### src/rtl/daub6_pkg.sv
// Shared definitions for the daub6 filter chain: decimator FSM states and the
// default sample width.
package daub6_pkg;

    localparam int DAUB6_DATA_WIDTH = 16;

    typedef enum logic {
        WARMUP = 1'b0,
        RUN    = 1'b1
    } daub6_state_e;

endpackage

### src/rtl/daub6_sync_fifo.sv
// Single-clock FIFO with exact occupancy count; head word is driven from the
// storage array, so there is no combinational path from write data to read data.
module daub6_sync_fifo #(
    parameter int DATA_WIDTH = 16,
    parameter int DEPTH      = 8
) (
    input  logic                      clk,
    input  logic                      rst,
    input  logic                      push,
    input  logic [DATA_WIDTH-1:0]     wdata,
    input  logic                      pop,
    output logic [DATA_WIDTH-1:0]     rdata,
    output logic                      full,
    output logic                      empty,
    output logic [$clog2(DEPTH):0]    level
);

    localparam int AW = $clog2(DEPTH);
    localparam int LW = AW + 1;

    logic [DATA_WIDTH-1:0] mem [DEPTH];
    logic [AW-1:0]         wr_ptr;
    logic [AW-1:0]         rd_ptr;
    logic                  do_push;
    logic                  do_pop;

    assign full    = (level == LW'(DEPTH));
    assign empty   = (level == '0);
    // A full FIFO still accepts a write when the head leaves in the same cycle.
    assign do_pop  = pop & ~empty;
    assign do_push = push & (~full | do_pop);
    assign rdata   = empty ? '0 : mem[rd_ptr];

    always_ff @(posedge clk) begin
        if (do_push) begin
            mem[wr_ptr] <= wdata;
        end
    end

    always_ff @(posedge clk) begin
        if (rst) begin
            wr_ptr <= '0;
            rd_ptr <= '0;
            level  <= '0;
        end else begin
            if (do_push) begin
                wr_ptr <= wr_ptr + AW'(1);
            end
            if (do_pop) begin
                rd_ptr <= rd_ptr + AW'(1);
            end
            case ({do_push, do_pop})
                2'b10:   level <= level + LW'(1);
                2'b01:   level <= level - LW'(1);
                default: level <= level;
            endcase
        end
    end

endmodule

### src/rtl/daub6_decim_buf.sv
// 2:1 decimator with warm-up skip and output FIFO for the daub6 filter output.
// Optional drop counter output enabled by DAUB6_DECIM_DROPCNT_EN.
module daub6_decim_buf
    import daub6_pkg::*;
#(
    parameter int DATA_WIDTH = DAUB6_DATA_WIDTH,
    parameter int DEPTH      = 8,
    parameter int SKIP       = 5
) (
    input  logic                         clk,
    input  logic                         rst,
    input  logic signed [DATA_WIDTH-1:0] in,
    input  logic                         in_valid,
    input  logic                         phase_sync,
    output logic signed [DATA_WIDTH-1:0] out,
    output logic                         out_valid,
    input  logic                         out_ready,
    output logic [$clog2(DEPTH):0]       level,
    output logic                         overflow,
`ifdef DAUB6_DECIM_DROPCNT_EN
    output logic [15:0]                  drop_cnt,
`endif
    output daub6_state_e                 state_dbg
);

    // Handshake: a sample leaves the FIFO on a rising edge where out_valid and
    // out_ready are both high; out and out_valid are stable otherwise.

    localparam int SKW = (SKIP > 0) ? $clog2(SKIP + 1) : 1;

    daub6_state_e           state;
    logic [SKW-1:0]         skip_cnt;
    logic                   phase;
    logic                   keep;
    logic                   drop;
    logic                   fifo_full;
    logic                   fifo_empty;
    logic [DATA_WIDTH-1:0]  fifo_rdata;

    assign keep      = (state == RUN) & in_valid & (phase_sync | ~phase);
    assign drop      = keep & fifo_full & ~(out_valid & out_ready);
    assign out_valid = ~fifo_empty;
    assign out       = fifo_rdata;
    assign state_dbg = state;

    always_ff @(posedge clk) begin
        if (rst) begin
            state    <= WARMUP;
            skip_cnt <= SKW'(SKIP);
            phase    <= 1'b0;
            overflow <= 1'b0;
        end else begin
            case (state)
                WARMUP: begin
                    // phase_sync has no effect until the filter transient is gone.
                    if (skip_cnt == '0) begin
                        state <= RUN;
                    end else if (in_valid) begin
                        skip_cnt <= skip_cnt - SKW'(1);
                        if (skip_cnt == SKW'(1)) begin
                            state <= RUN;
                        end
                    end
                end
                RUN: begin
                    if (in_valid) begin
                        phase <= phase_sync ? 1'b1 : ~phase;
                    end
                end
                default: state <= WARMUP;
            endcase
            if (drop) begin
                overflow <= 1'b1;
            end
        end
    end

`ifdef DAUB6_DECIM_DROPCNT_EN
    always_ff @(posedge clk) begin
        if (rst) begin
            drop_cnt <= '0;
        end else if (drop && drop_cnt != 16'hFFFF) begin
            drop_cnt <= drop_cnt + 16'd1;
        end
    end
`endif

    daub6_sync_fifo #(
        .DATA_WIDTH (DATA_WIDTH),
        .DEPTH      (DEPTH)
    ) u_fifo (
        .clk   (clk),
        .rst   (rst),
        .push  (keep),
        .wdata (in),
        .pop   (out_ready),
        .rdata (fifo_rdata),
        .full  (fifo_full),
        .empty (fifo_empty),
        .level (level)
    );

endmodule

### config.mk
export PLATFORM = sky130hd
export DESIGN_NAME = daub6_decim_buf
export DESIGN_NICKNAME = d
export VERILOG_FILES = /design/src/rtl/daub6_pkg.sv /design/src/rtl/daub6_sync_fifo.sv /design/src/rtl/daub6_decim_buf.sv
export SDC_FILE = /design/constraint.sdc
export NUM_CORES = 1
export LEC_CHECK = 0
export CAP_MARGIN = 10
export CORE_MARGIN = 4
export CORE_UTILIZATION = 58
export CTS_CLUSTER_SIZE = 24
export DETAILED_ROUTE_END_ITERATION = 7
export PLACE_DENSITY = 0.79
export SLEW_MARGIN = 20
export SYNTH_ARGS = -nofsm -noshare
export SYNTH_HDL_FRONTEND = slang
export SYNTH_HIERARCHICAL = 1
export SYNTH_SLANG_ARGS = --single-unit
### constraint.sdc
create_clock -name clk -period 3.9 [get_ports clk]
set_clock_uncertainty 0.1 [all_clocks]
set_input_delay 0.975 -clock clk [delete_from_list [all_inputs] [get_ports clk]]
set_output_delay 0.975 -clock clk [all_outputs]
set_load 0.05 [all_outputs]
==> flow_summary.toml <==
[outcome]
outcome = "finished clean"

[floorplanning]
ios = 44
dieWidth_um = 109
dieArea_mm2 = 0.0119
initial_core_util_pct = 60.3
rows = 36
die_y_um = 109
core_area_mm2 = 0.00986

[global_route]
overflow = 0
antenna_found_initial = 0
grt_pass1_vias = 3195
grt_pass1_wl_mm = 18.0
grt_usage_pct = 21.2
grt_max_degree = 33

[critical_path]
cp_slowest_cell = "dfxtp_2"
path_buf_inv = 2
crit_family = "multiplexers"
worstPathMaxFanout = 18
critPathLaunchType = "register"
crit_required_ps = 2820
crit_chain = "buf_12 > mux4_2 > mux2i_1 > nor2_1 > buf_4"
critPathKind = "register to output pin"
arrival_ps = 2470
critical-path-max-stage-delay_ps = 690
end_kind = "output pin"

[clocking]
clockBufferDepth = 2
clock-sinks = 147
post_cts_resized = 0
cts_buffers = 17
cts_tree = "yes"
post-cts-setup-buffers = 0
cts-root-buf = "clkbuf_8"
clk_latency_ps = 500
hold_buffers = 0
h-tree-depth = 4
clkTransAtPathRegs_ps = 60

[logic_synthesis]
synth_area_leaders = "edfxtp_1 (65%), mux4_2 (12%), dfxtp_1 (6.4%), mux2i_1 (3.5%), nor2_1 (2.3%)"
synth_flop_cell = "edfxtp_1"
synth_top_area_share_pct = 64.7
synth_fp_nets = 351
yosysUniqueCellTypes = 42
yosys_warnings = 6
synth_top_family_by_area = "multiplexers"
synth_adder_area_share_pct = 1.81
synthSimpleGateAreaFrac_pct = 6.00
synth-seq-cells = 147
synthArstFlopShare_pct = 0
synth-xor-area-share_pct = 0.884
synth_compound_area_share_pct = 2.57
yosysTopAreaCell = "edfxtp_1"
seq_area_frac_synth_pct = 71.1
netlist_instances = 322
synth_edf_count = 128
muxShareOfSynthArea_pct = 15.9
syn-cell-area_mm2 = 0.00594
synth.avg_cell_area_um2 = 18.5

[timing]
worstMarginPinSlew_ps = 712
finalSetupViolations = 0
max_slew_margin_pct = 52.4
setup_tns_ps = 0
fmax_mhz = 282
hold_viol = 0
finalCritPeriodShare_pct = 90.8
grt_setup_unrepaired = "false"
slew_violations = 0
period_needed_ps = 3540

[routing]
drc = 0
drtPass1Iterations = 4
routedWlPerCell_um = 21.4
drt-initial-drc-count = 200
antenna_left = 0
routed_wl_mm = 11.4
vias = 3126
vias_per_cell = 5.86

[finish]
mostFrequentLayoutCells = "edfxtp_1 (128), nor2_1 (37), buf_4 (33)"
diodes = 0
syn_to_final_growth_pct = 19.8
final_nets = 416
n_fill_cell = 579
drive_gt1_share_pct = 27.3
layout_commonest_cell = "edfxtp_1"
fin_area_mm2 = 0.00712

[placement]
io_buffers = 43
place_area_mm2 = 0.00658
post-dp-hpwl_mm = 6.64
place.gp.congestion = 0.748

[pwr]
peakVddDrop_uv = 367
leakagePower_nw = 2.37
powerDensity_mw_per_mm2 = 635

[run]
drv_cap = 0

[hold_path]
hold_path.class = "register to register"
synthesized netlist by cell type (all sizes together) (2+ instances only):
| master | count |
|---|---|
| dfxtp | 19 |
| a211oi | 2 |
| inv | 7 |
| or2 | 2 |
| edfxtp | 128 |
| mux2i | 21 |
| clkbuf | 4 |
| nand2 | 4 |
| xnor2 | 3 |
| buf | 11 |
| nand3 | 2 |
| o21ai | 2 |
| mux4 | 32 |
| nor3 | 3 |
| xor2 | 3 |
| a21oi | 5 |
| o211ai | 2 |
| nor2 | 37 |
| nand3b | 3 |
| nor2b | 5 |
| ha | 7 |
| nand2b | 5 |
worst min-delay path, cell delays in order, from the launching register on:
cell,delay [ps]
dfxtp_1,330
nand2_1,60
a21oi_1,50
flip-flops by register name, indices dropped and copies added (netlist names), named ones only:
signal,count
u_fifo/mem,128
phase,1
state_dbg,1
u_fifo/level,4
u_fifo/rd_ptr,3
overflow,1
u_fifo/wr_ptr,3
skip_cnt,3
routing by layer:
| metal | vias up | wire length, um | global-route usage [%] |
|---|---|---|---|
| met5 | - | 0 | 0 |
| met4 | 0 | 44 | 5.79 |
| met3 | 2 | 759 | 5.57 |
| met2 | 108 | 6140 | 35.5 |
| met1 | 1614 | 4480 | 27.7 |
| li1 | 1402 | - | - |
metrics by stage:
stage	power (W)	worst slack [ps]	hold WS (ps)	std cells	util, %
3_3_place_gp	0.00308	642	377	501	66.7
5_1_grt	0.00470	144	425	533	72.2
6_report	0.00452	358	398	533	72.2
2_1_floorplan	0.00273	335	362	322	-
4_1_cts	0.00456	280	400	533	72.2
3_5_place_dp	0.00309	496	381	501	66.7
power breakdown:
part | switching [W] | internal [W]
Clock | 0.000652 | 0.000803
Sequential | 0.0000791 | 0.00174
Combinational | 0.000775 | 0.000467
cell type report:
class | count | area, um2 | share of cell area [%]
tap | 133 | 166 | 2.34
timing repair buffer | 61 | 538 | 7.56
clock buffer | 18 | 418 | 5.87
multi-input combinational | 153 | 1630 | 22.8
clock inverter | 14 | 120 | 1.69
inverter | 7 | 26.3 | 0.369
sequential | 147 | 4230 | 59.3
cell families after synthesis:
kind of cell / count (synthesis)
adders and majority gates: 8
AOI/OAI and AO/OA: 17
xor gates and xnor gates: 6
and+or+nand+nor: 68
DFF: 147
buffers and inverters: 22
muxes: 54
final timing paths:
| path | start | endpoint | slack (ps) | depth (start not counted) |
|---|---|---|---|---|
| setup reg to reg | u_fifo/level[0] | u_fifo/level[3] | 1210 | 9 |
| hold / removal | u_fifo/wr_ptr[0] | u_fifo/wr_ptr[0] | 400 | 2 |
| setup / recovery | register | out[1] | 360 | 5 |
| hold reg to reg | u_fifo/wr_ptr[0] | u_fifo/wr_ptr[0] | 400 | 2 |
No activity file was read; power rests on OpenSTA's default activity.
